<file path="config.mk">
export PLATFORM = sky130hd
export DESIGN_NAME = bcd_display_scheduler
export DESIGN_NICKNAME = d
export VERILOG_FILES = /design/src/rtl/bcd_display_scheduler.sv
export SDC_FILE = /design/constraint.sdc
export NUM_CORES = 1
export LEC_CHECK = 0
export ABC_AREA = 1
export CORE_MARGIN = 2
export CORE_UTILIZATION = 50
export DETAILED_ROUTE_END_ITERATION = 16
export DONT_BUFFER_PORTS = 1
export PLACE_DENSITY = 0.76
export SETUP_SLACK_MARGIN = 0.05
export SLEW_MARGIN = 0
export SYNTH_ARGS = -nofsm -noshare
export SYNTH_HDL_FRONTEND = slang
export SYNTH_SLANG_ARGS = --single-unit
</file>
<file path="constraint.sdc">
create_clock -name CLOCK_50 -period 2.2 [get_ports CLOCK_50]
set_clock_uncertainty 0.2 [all_clocks]
set_input_delay 0.33 -clock CLOCK_50 [delete_from_list [all_inputs] [get_ports CLOCK_50]]
set_output_delay 0.33 -clock CLOCK_50 [all_outputs]
set_load 0.02 [all_outputs]
</file>
<file path="src/rtl/bcd_display_scheduler.sv">
// bcd_display_scheduler
//   Time-shares one external BCD-to-7-segment decoder across NUM_DIGITS
//   displays. Each load sequences digits MSB->LSB through the decoder, one
//   TICK_DIV-cycle slot per digit, and latches each returned pattern into
//   that digit's HEX_out field. Leading zeros are optionally blanked.
// Ports
//   CLOCK_50  : clock, rising edge
//   reset     : synchronous, active-high
//   bcd_in    : packed digits, [4i+3:4i] = digit i (digit 0 least significant)
//   load      : one-cycle request to display bcd_in
//   busy      : high for the whole pass
//   pass_done : pulse in the final cycle of a pass
//   dec_bcd   : digit presented to the shared decoder
//   dec_seg   : decoder result, active-low, a..g with a as MSB
//   HEX_out   : registered patterns, [7i+6:7i] drives display i
module bcd_display_scheduler #(
  parameter int NUM_DIGITS    = 4,
  parameter int TICK_DIV      = 50000,
  parameter int BLANK_LEADING = 1
) (
  input  logic                    CLOCK_50,
  input  logic                    reset,
  input  logic [4*NUM_DIGITS-1:0] bcd_in,
  input  logic                    load,
  output logic                    busy,
  output logic                    pass_done,
  output logic [3:0]              dec_bcd,
  input  logic [6:0]              dec_seg,
  output logic [7*NUM_DIGITS-1:0] HEX_out
);

  localparam int IW = (NUM_DIGITS > 1) ? $clog2(NUM_DIGITS) : 1;
  localparam int CW = $clog2(TICK_DIV);
  localparam logic [IW-1:0] LAST    = IW'(NUM_DIGITS - 1);
  localparam logic [CW-1:0] CNT_END = CW'(TICK_DIV - 1);

  typedef enum logic [1:0] {IDLE, ISSUE, CAPTURE, WAIT} state_t;

  state_t                  state, state_nxt;
  logic [4*NUM_DIGITS-1:0] work, pend;
  logic                    pend_vld;
  logic [IW-1:0]           idx;
  logic [CW-1:0]           cnt;
  logic                    seen;
  logic [3:0]              dig;
  logic                    slot_end, pass_end, chain;
  logic [6:0]              seg_w;

  // current work digit; work is frozen during a pass so this is stable
  // from ISSUE through CAPTURE
  always_comb begin
    dig = 4'd0;
    for (int d = 0; d < NUM_DIGITS; d++)
      if (idx == IW'(d)) dig = work[4*d +: 4];
  end

  // cnt is the cycle position within the slot; ISSUE is always position 0,
  // so the slot ends in CAPTURE when TICK_DIV=2, otherwise in WAIT
  assign slot_end  = (state == CAPTURE || state == WAIT) && (cnt == CNT_END);
  assign pass_end  = slot_end && (idx == '0);
  assign chain     = pass_end && (pend_vld || load);
  assign busy      = (state != IDLE);
  assign pass_done = pass_end;
  assign dec_bcd   = dig;

  assign seg_w = (BLANK_LEADING != 0 && dig == 4'd0 && !seen && idx != '0)
                 ? 7'h7F : dec_seg;

  always_comb begin
    state_nxt = state;
    case (state)
      IDLE:    if (load) state_nxt = ISSUE;
      ISSUE:   state_nxt = CAPTURE;
      CAPTURE,
      WAIT: begin
        if (!slot_end)        state_nxt = WAIT;
        else if (idx != '0)   state_nxt = ISSUE;
        else if (chain)       state_nxt = ISSUE;
        else                  state_nxt = IDLE;
      end
      default: state_nxt = IDLE;
    endcase
  end

  always_ff @(posedge CLOCK_50) begin
    if (reset) begin
      state    <= IDLE;
      work     <= '0;
      pend     <= '0;
      pend_vld <= 1'b0;
      idx      <= '0;
      cnt      <= '0;
      seen     <= 1'b0;
    end else begin
      state <= state_nxt;
      // counter only advances inside a pass
      cnt   <= (state == IDLE || slot_end) ? '0 : cnt + 1'b1;
      if (state == IDLE && load) begin
        work <= bcd_in;
        idx  <= LAST;
        seen <= 1'b0;
      end else if (chain) begin
        // a load in this very cycle is newer than anything pending
        work     <= load ? bcd_in : pend;
        pend_vld <= 1'b0;
        idx      <= LAST;
        seen     <= 1'b0;
      end else begin
        if (load && state != IDLE) begin
          pend     <= bcd_in;
          pend_vld <= 1'b1;
        end
        if (slot_end && idx != '0) idx <= idx - 1'b1;
        if (state == CAPTURE && dig != 4'd0) seen <= 1'b1;
      end
    end
  end

  // one register per display; a field only changes in its own CAPTURE cycle
  for (genvar g = 0; g < NUM_DIGITS; g++) begin : g_hex
    always_ff @(posedge CLOCK_50) begin
      if (reset)
        HEX_out[7*g +: 7] <= 7'h7F;
      else if (state == CAPTURE && idx == IW'(g))
        HEX_out[7*g +: 7] <= seg_w;
    end
  end

endmodule

</file>
# Word-level counts from Yosys, hierarchy flattened
# Cells that the tools add are included.
# op_classes
addsub	2
n_mul	0
n_div	0
n_lt_le_gt_ge	0
eq_ne	8
shift	0
mux	18
bitwise	2
reduce_logical	31
# op_table
cell	count
16-bit two-way mux	3
16-bit by 1-bit adder with 16-bit output (second input constant)	1
16-bit equality test (second input constant)	1
4-bit two-way mux	4
1-bit logical AND	13
2-bit two-way mux	5
2-bit equality test (second input constant)	4
2-bit nonzero test	4
7-bit two-way mux	1
2-bit one-hot mux with 3 select lines	1
2-bit by 1-bit equality test with 1-bit output (second input constant)	2
2-bit zero test	2
4-bit zero test	1
1-bit two-way mux	4
4-bit nonzero test	1
2-bit OR reduction	2
1-bit logical OR	3
3-bit AND reduction	1
3-bit nonzero test	1
3-bit OR reduction	1
2-bit inequality test (second input constant)	1
1-bit inverter	2
2-bit AND reduction	1
2-bit by 1-bit subtractor with 2-bit output (second input constant)	1
1-bit zero test	1
# word_totals
regBits	82
latch_bits	0
mem_bits_rw	0
romBits	0
input_bits	26
out_inout_bits	34
word_cells	72
memories	0

# Longest topological paths before layout
# Gate-level depths: netlist of the first run.
# logic_depth
ltp_word	9
mapped_depth	12
depth_no_buf	12

# Worst setup path before layout of the first run
# No wires, ideal clock.
# synth_timing
path_kind	register -> register
startpoint	register idx[0]
endpoint	register HEX_out[13]
setup_ps	115
arrival_ps	1674
required_time_ps	1885
slack_ps	211
stages_incl_launch_ff	11
n_path_buf	0
period_less_slack_ps	1989
cell_sequence	dfxtp_1 inv_1 ha_1 inv_2 nand3_1 a21oi_1 nor2_1 nand3_2 nand2_1 nand2_1 nand2_1
# synth_via
elab_chain_len	9
elab_cells_between_ends	14
classes_between	eq/ne: 3; mux: 5; reduce/logical: 6
# synth_lines
element	line_no	text
start: declaration	42	logic [IW-1:0] idx;
start signal: assignment	113	if (slot_end && idx != '0) idx <= idx - 1'b1;
2-bit zero test	54	if (idx == IW'(d)) dig = work[4*d +: 4];
4-bit two-way mux (3 in a row)	54	
4-bit two-way mux *	54	
via dec_bcd[3]	27	output logic [3:0] dec_bcd,
4-bit zero test *	66	assign seg_w = (BLANK_LEADING != 0 && dig == 4'd0 && !seen && idx != '0)
1-bit logical AND * (2 in a row)	66	
7-bit two-way mux *	67	? 7'h7F : dec_seg;
end signal: indexed assignment	125	HEX_out[7*g +: 7] <= seg_w;
end: declaration	29	output logic [7*NUM_DIGITS-1:0] HEX_out
# The timed path passes the listed nets; every way through them passes the cells marked *.
# A chain may end at the register's enable or synchronous reset.

# Final worst setup path of the first run
# layout_timing
startpoint	register idx[1]
endpoint	output dec_bcd[3]
# layout_via
elab_chain_len	5
elab_cells_between_ends	8
classes_between	eq/ne: 3; mux: 4; reduce/logical: 1
# layout_lines
element	line_no
2-bit zero test	54
4-bit two-way mux (3 in a row)	54
4-bit two-way mux *	54
end: declaration	27
# Mark *: on every way between the ends. The rest lies on a longest branch, timed or not.

==> results of run 1 <==
## flip-flops by register name (all words and copies together) (netlist names)
register	cells
work	16
HEX_out	28
cnt	16
pend_vld	1
seen	1
pend	16
idx	2
state	2
## critical path, delay by kind of cell, from the launching register on
kind / cells / cell delay (ns)
buffers and inverters: 3 / 0.33
DFF: 1 / 0.38
adders and majority gates: 1 / 0.18
and+or+nand+nor: 2 / 0.14
AOI/OAI and AO/OA: 1 / 0.19
## worst paths after layout
| check | slack [ns] | depth (start not counted) | end | from |
|---|---|---|---|---|
| setup / recovery | 0.07 | 7 | dec_bcd[3] | idx[1]$_SDFFE_PP0P_ |
| setup reg to reg | 0.22 | 10 | HEX_out[11]$_SDFFE_PP1P_ | idx[0]$_SDFFE_PP0P_ |
| hold / removal | 0.02 | 4 | HEX_out[24]$_SDFFE_PP1P_ | dec_seg[3] |
| hold reg to reg | 0.26 | 1 | cnt[0]$_SDFF_PP0_ | cnt[0]$_SDFF_PP0_ |
## cell usage after synthesis, types with 2 or more instances
cell type	count
inv_1	49
o21ai_1	10
xor2_1	5
buf_6	4
dfxtp_1	82
nor2_2	2
a21oi_1	65
ha_1	5
buf_1	3
nand2_4	2
clkbuf_1	7
nor2_1	67
a21oi_2	15
buf_8	2
nand4_1	3
nand2_1	115
inv_2	5
o21ai_2	4
mux2i_1	2
nand3_1	48
buf_2	6
nor3_1	7
nand2_2	4
nor2_4	5
## final cells by class
class                      count  area (sq um)
clock buffer                   9           124
sequential                    82          1650
timing repair buffer          36           334
tap                          102           128
multi-input combinational    371          1950
clock inverter                 7          76.3
fill                         696          3170
inverter                      55           214
## what timing repair did
item / in CTS / in global routing
pin swaps: 0 / 2
setup buffers: 2 / 3
endpoints found under the setup margin: 5 / 27
gates resized for setup: 15 / 7
hold endpoints to repair: 46 / 0
hold buffers: 24 / 0
## cells in the final DEF, fill, tap and decap left out, types with 3 or more instances in the layout
cell             n
nor2_1          67
o21ai_2          4
a21oi_1         64
dfxtp_1         80
nand2_1        114
nor2_4           6
inv_1           46
inv_2            5
o21ai_1         10
a21oi_2         16
nand4_1          3
nor3_1           7
xor2_1           5
buf_4           11
nand3_1         47
dlygate4sd3_1   24
nand2_2          5
inv_4            3
ha_4             3
clkbuf_8         9
## through the flow
step,utilization [%],cell area (sq um),std cells,total power [W]
2_1_floorplan,-,3890,531,0.00209
3_3_place_gp,51.3,3920,617,0.00214
3_5_place_dp,51.3,3920,617,0.00216
4_1_cts,57.9,4430,659,0.00334
5_1_grt,58.5,4480,662,0.00347
6_report,58.5,4480,662,0.00334
## power by group
group	internal (W)	switching (W)	total, W	leakage [nW]
logic	0.000209	0.000346	0.000555	0.956
registers	0.00157	0.0000785	0.00165	0.671
clock network	0.000532	0.000598	0.00113	0.0962
## routing by layer
| layer | global-route usage (%) | routed length [um] |
|---|---|---|
| met1 | 27.7 | 4070 |
| met2 | 33.5 | 4100 |
| met3 | 7.23 | 615 |
| met4 | 8.96 | 167 |
| met5 | 0 | 0 |
## logic make-up after synthesis
kind of cell	count (synthesis)	share of synthesized area [%]
AND/OR/NAND/NOR	260	30.2
flip-flops	82	42.2
buffers and inverters	78	9.16
multiplexers	2	0.514
AO/OA/AOI/OAI	99	15.2
adder cells (fa/ha/maj)	5	1.61
XOR/XNOR	5	1.12
==> out/qor.txt, run 1 <==
Die Width - 92.2 um
EDFF count, synth - 0
Least-Margin Pin Slew - 0.931 ns
1st-pass router iterations - 4
GRT overflow - 0
Hpwl dp - 5940 um
Final worst path period share - 96.6%
Drt wl/cell - 13.5 um
Crit path kind - flop to output port
Post-synthesis sequential area ratio - 42.2%
Max_cap viols - 0
CP startpoint kind - flop
Period minus WS final - 2.13 ns
P&R area growth vs syn - 15.0%
TritonCTS Buffers - 9
Post-synth top area share - 42.2%
Total Wirelength - 8950 um
Vias in the first global route - 3156
Worst VDD drop - 0.436 mV
Clock latency at the later pin of the worst-skew pair - 0.37 ns
Count of final setup violators - 0
Final Hold Vio Count - 0
Critical Path Max Stage Delay - 0.38 ns
Avg Vias per Cell - 5.17
Pre-CTS WS - 0.114 ns
Synth Register Bits - 82
Post-layout worst setup margin - 0.0739 ns
IO buf count - 0
Antenna Nets Post-Route - 0
Largest area contributor in the synthesized netlist - dfxtp_1
Synthesized cell area - 0.00389 sq mm
Crit-path slowest cell - dfxtp_4
Die Area - 0.00851 sq mm
Yosys Warn Count - 0
Maximum fanout along the worst path - 5
Layout cells sized above 1 - 14.8%
DR vias - 3423
FP Rows - 32
First-pass GRT wire length - 14600 um
Crit end category - output port
DR iter-0 viols - 200
Synthesized net count - 562
Hold slack - 0.0196 ns
CORE AREA - 0.00765 sq mm
Critical path required time - 1.67 ns
Top Ports - 60
CTS tree - yes
Synthesized instance count - 531
Slew Limit Fails - 0
Initial core utilization - 50.9%
Max Root-Sink Buffers - 2
RSZ-0062 raised after global routing - yes
Synth area leaders - dfxtp_1 42%, nand2_1 11%, a21oi_1 8.4%, nor2_1 6.5%, nand3_1 6.2%
Hold WC Path Type - input port to flop
Syn avg cell area - 7.33 sq um
Placer Congestion - 0.826
Outcome - finished, final reports clean
Remaining DRCs - 0
F_max - 0.470 GHz
Floorplan die height - 92.2 um
Netlist cell types - 38
Slew margin rel. - 37.7%
Initial antenna violation count - 0
CP arrival - 1.60 ns
Tot GR Track Use - 21.7%
Nets - 586
Root Buffer - clkbuf_8
Critical path, cell by cell - inv_2 > ha_4 > inv_4 > nand2_1 > nand3_1 > a21oi_2 > buf_4
Clock-pin slew on the worst setup and hold paths - 0.09 ns
Fraction of registers with async set/reset - 0%
Power Density - 745 mW/mm^2
H-tree depth - 3
P_leak - 1.72 nW
Sinks on Clock Net - 82
Most common flop cell mapped by yosys - dfxtp_1
# diodes - 0
Largest net degree at the start of global routing - 41
Total Neg Setup Slack - 0 ns
Note: power is estimated with default switching activity, not from simulation.
==> run 2, diff against run 1 <==
--- a/config.mk
+++ b/config.mk
@@ -7,10 +7,11 @@
 export LEC_CHECK = 0
 export ABC_AREA = 1
 export CORE_MARGIN = 2
-export CORE_UTILIZATION = 50
+export CORE_UTILIZATION = 63
 export DETAILED_ROUTE_END_ITERATION = 16
 export DONT_BUFFER_PORTS = 1
-export PLACE_DENSITY = 0.76
+export PLACE_DENSITY = 0.9
+export RECOVER_POWER = 100
 export SETUP_SLACK_MARGIN = 0.05
 export SLEW_MARGIN = 0
 export SYNTH_ARGS = -nofsm -noshare
==> run 2 against run 1 <==
Die area is 20% lower. Clock-buffer cell count is 1 higher. Global-route usage rose by 5.2 points. Sequential power is essentially flat. Fmax is 1.1% lower. Sequential share of layout area increased by 0.95 points. Non-clock buffer count is 3 lower. Flip-flop and latch count unchanged. Combinational power decreased by 1%. Worst hold slack about the same.
==> out/qor.txt, run 2 (synthesized netlist as in run 1, its figures left out) <==
First-pass GRT wire length - 14000 um (-4.6%)
Max_cap viols - 0 (unchanged)
Critical Path Max Stage Delay - 0.39 ns (about the same)
Tot GR Track Use - 26.9% (+5.2 points)
Crit path kind - flop to output port
Largest net degree at the start of global routing - 41 (unchanged)
WHS Endpoint - HEX_out[9]$_SDFFE_PP1P_
Nets - 583 (-0.51%)
Die Width - 82.6 um (-10%)
Maximum fanout along the worst path - 5 (unchanged)
Total power - 0.00315 W (-5.5%)
TritonCTS Buffers - 9 (unchanged)
Slew margin rel. - 36.2% (-1.5 points)
Outcome - finished, final reports clean
NetSw - 0.000978 W (-4.3%)
Filler cells - 432 (-38%)
Floorplan die height - 82.6 um (-10%)
Design area - 0.00437 sq mm (-2.4%)
Internal power - 0.00217 W (-6.0%)
Placer Congestion - 0.874 (+5.7%)
CORE AREA - 0.00596 sq mm (-22%)
CP startpoint kind - flop
# diodes - 0 (unchanged)
1st-pass router iterations - 5 (+1)
P_leak - 1.70 nW (-1.6%)
DR vias - 3549 (+3.7%)
Drt wl/cell - 14.4 um (+6.3%)
Antenna Nets Post-Route - 0 (unchanged)
Total Wirelength - 9070 um (+1.3%)
Vias in the first global route - 3089 (-2.1%)
Post-layout worst setup margin - 0.0513 ns (-0.0226 ns)
Period minus WS final - 2.15 ns (+0.0226 ns)
Root Buffer - clkbuf_8
Crit end category - output port
Avg Vias per Cell - 5.62 (+8.8%)
Final worst path period share - 97.7% (+1.0 points)
Remaining DRCs - 0 (unchanged)
Sinks on Clock Net - 82 (unchanged)
Worst r2r src - idx[0]$_SDFFE_PP0P_
Hpwl dp - 5800 um (-2.3%)
Least-Margin Pin Slew - 0.953 ns (+0.0220 ns)
Initial core utilization - 65.4% (+14 points)
Crit-path slowest cell - dfxtp_4
Max Root-Sink Buffers - 2 (unchanged)
Initial antenna violation count - 0 (unchanged)
Die Area - 0.00683 sq mm (-20%)
CTS tree - yes
Reg2Reg Depth - 12 (+2)
CP arrival - 1.62 ns (+0.02 ns)
Final std cells w/o fill - 631 (-4.7%)
H-tree depth - 3 (unchanged)
Most Frequent Cell on Critical Path - inv_2
Most frequent cells in the layout - 115 x nand2_1, 76 x dfxtp_1, 67 x nor2_1
Layout cells sized above 1 - 14.6% (-0.25 points)
Clock latency at the later pin of the worst-skew pair - 0.37 ns (about the same)
IO buf count - 0 (unchanged)
Hold WC Path Type - input port to flop
Worst R2R Setup Slack - 0.21 ns (about the same)
Max reg flops - 28 (unchanged)
Area after DPL - 0.00389 sq mm (-0.86%)
Largest reg by FF count - HEX_out
Count of final setup violators - 0 (unchanged)
FP Rows - 28 (-13%)
HP Start - dec_seg[2]
Worst VDD drop - 0.621 mV (+42%)
Final Hold Vio Count - 0 (unchanged)
Pre-CTS WS - 0.116 ns (+0.00200 ns)
Clock power frac - 30.3% (-3.6 points)
Commonest non-fill, non-tap cell in the layout - nand2_1
Critical path, cell by cell - inv_2 > ha_2 > inv_2 > nand3_1 > a21oi_2 > buf_4
RR Endpoint - HEX_out[20]$_SDFFE_PP1P_
Register share of total power - 52.3% (+2.8 points)
GRT overflow - 0 (unchanged)
P&R area growth vs syn - 12.2%
Cells after DPL - 590 (-4.4%)
Clock-pin slew on the worst setup and hold paths - 0.09 ns (about the same)
F_max - 0.465 GHz (-1.1%)
Slew Limit Fails - 0 (unchanged)
Power Density - 721 mW/mm^2 (-3.2%)
Top Ports - 60 (unchanged)
DR iter-0 viols - 233 (+17%)
Switch share - 31.0% (+0.39 points)
Hold Path Stages - 4 (unchanged)
Critical path required time - 1.67 ns (about the same)
RSZ-0062 raised after global routing - yes
Combinational power share - 17.4% (+0.8 points)
run 2: cell type report:
class	count	area [sq um]	share of cell area [%]
repair buffers	33	308	7.04
well taps	75	93.8	2.15
flip-flops and latches	82	1650	37.8
clock inverters	5	32.5	0.744
inverters	55	209	4.78
multi-input cells	371	1950	44.6
clock buffers	10	128	2.92
run 2: metal layers:
metal	GRT usage (%)	up-vias	part of all wire (%)
li1	-	1761	-
met1	34.0	1625	43
met2	43.1	140	47
met3	8.26	23	7.7
met4	10.0	0	2.0
met5	0	-	0
run 2: power groups by stage:
stage               clock (W)  sequential [W]  combinational [W]
floorplan                   0         0.00166           0.000423
global placement            0         0.00168           0.000457
detailed placement          0         0.00168           0.000473
CTS                  0.000951         0.00165           0.000531
global route          0.00102         0.00166           0.000606
finish               0.000955         0.00165           0.000547
run 2: stage by stage:
stage | utilization, % | setup TNS, ns | hold WS, ns
6_report | 73.4 | 0 | 0.0199
3_3_place_gp | 65.3 | 0 | 0.200
4_1_cts | 72.6 | 0 | 0.0207
5_1_grt | 73.4 | -0.0428 | 0.0371
2_1_floorplan | - | 0 | 0.217
3_5_place_dp | 65.3 | 0 | 0.201
run 2: repair_timing:
| item | CTS | global route |
|---|---|---|
| buffers inserted | 1 | 1 |
| hold buffers | 24 | 0 |
| endpoints found under the setup margin | 5 | 19 |
| cloned | 0 | 0 |
| endpoints found under the hold margin | 46 | 0 |
| pin swaps | 0 | 3 |
| gates resized for setup | 8 | 13 |
run 2: how the worst max path moves through the flow:
| stage | slack, ns | endpoint | startpoint | cells past startpoint |
|---|---|---|---|---|
| floorplan | 0.21 | HEX_out[13]$_SDFFE_PP1P_ | idx[0]$_SDFFE_PP0P_ | 10 |
| global placement | 0.18 | HEX_out[25]$_SDFFE_PP1P_ | idx[0]$_SDFFE_PP0P_ | 11 |
| detailed placement | 0.12 | HEX_out[21]$_SDFFE_PP1P_ | idx[0]$_SDFFE_PP0P_ | 11 |
| CTS | 0.03 | dec_bcd[3] | idx[1]$_SDFFE_PP0P_ | 7 |
| global route | -0.02 | dec_bcd[3] | idx[0]$_SDFFE_PP0P_ | 7 |
| finish | 0.05 | dec_bcd[3] | idx[0]$_SDFFE_PP0P_ | 6 |
run 2: worst max-delay path: cells and delay by family (launching register included):
family	cells	cell delay (ns)
flops	1	0.39
buf+inv	3	0.35
fa+ha+maj	1	0.21
compound gates	1	0.19
simple gates	1	0.11
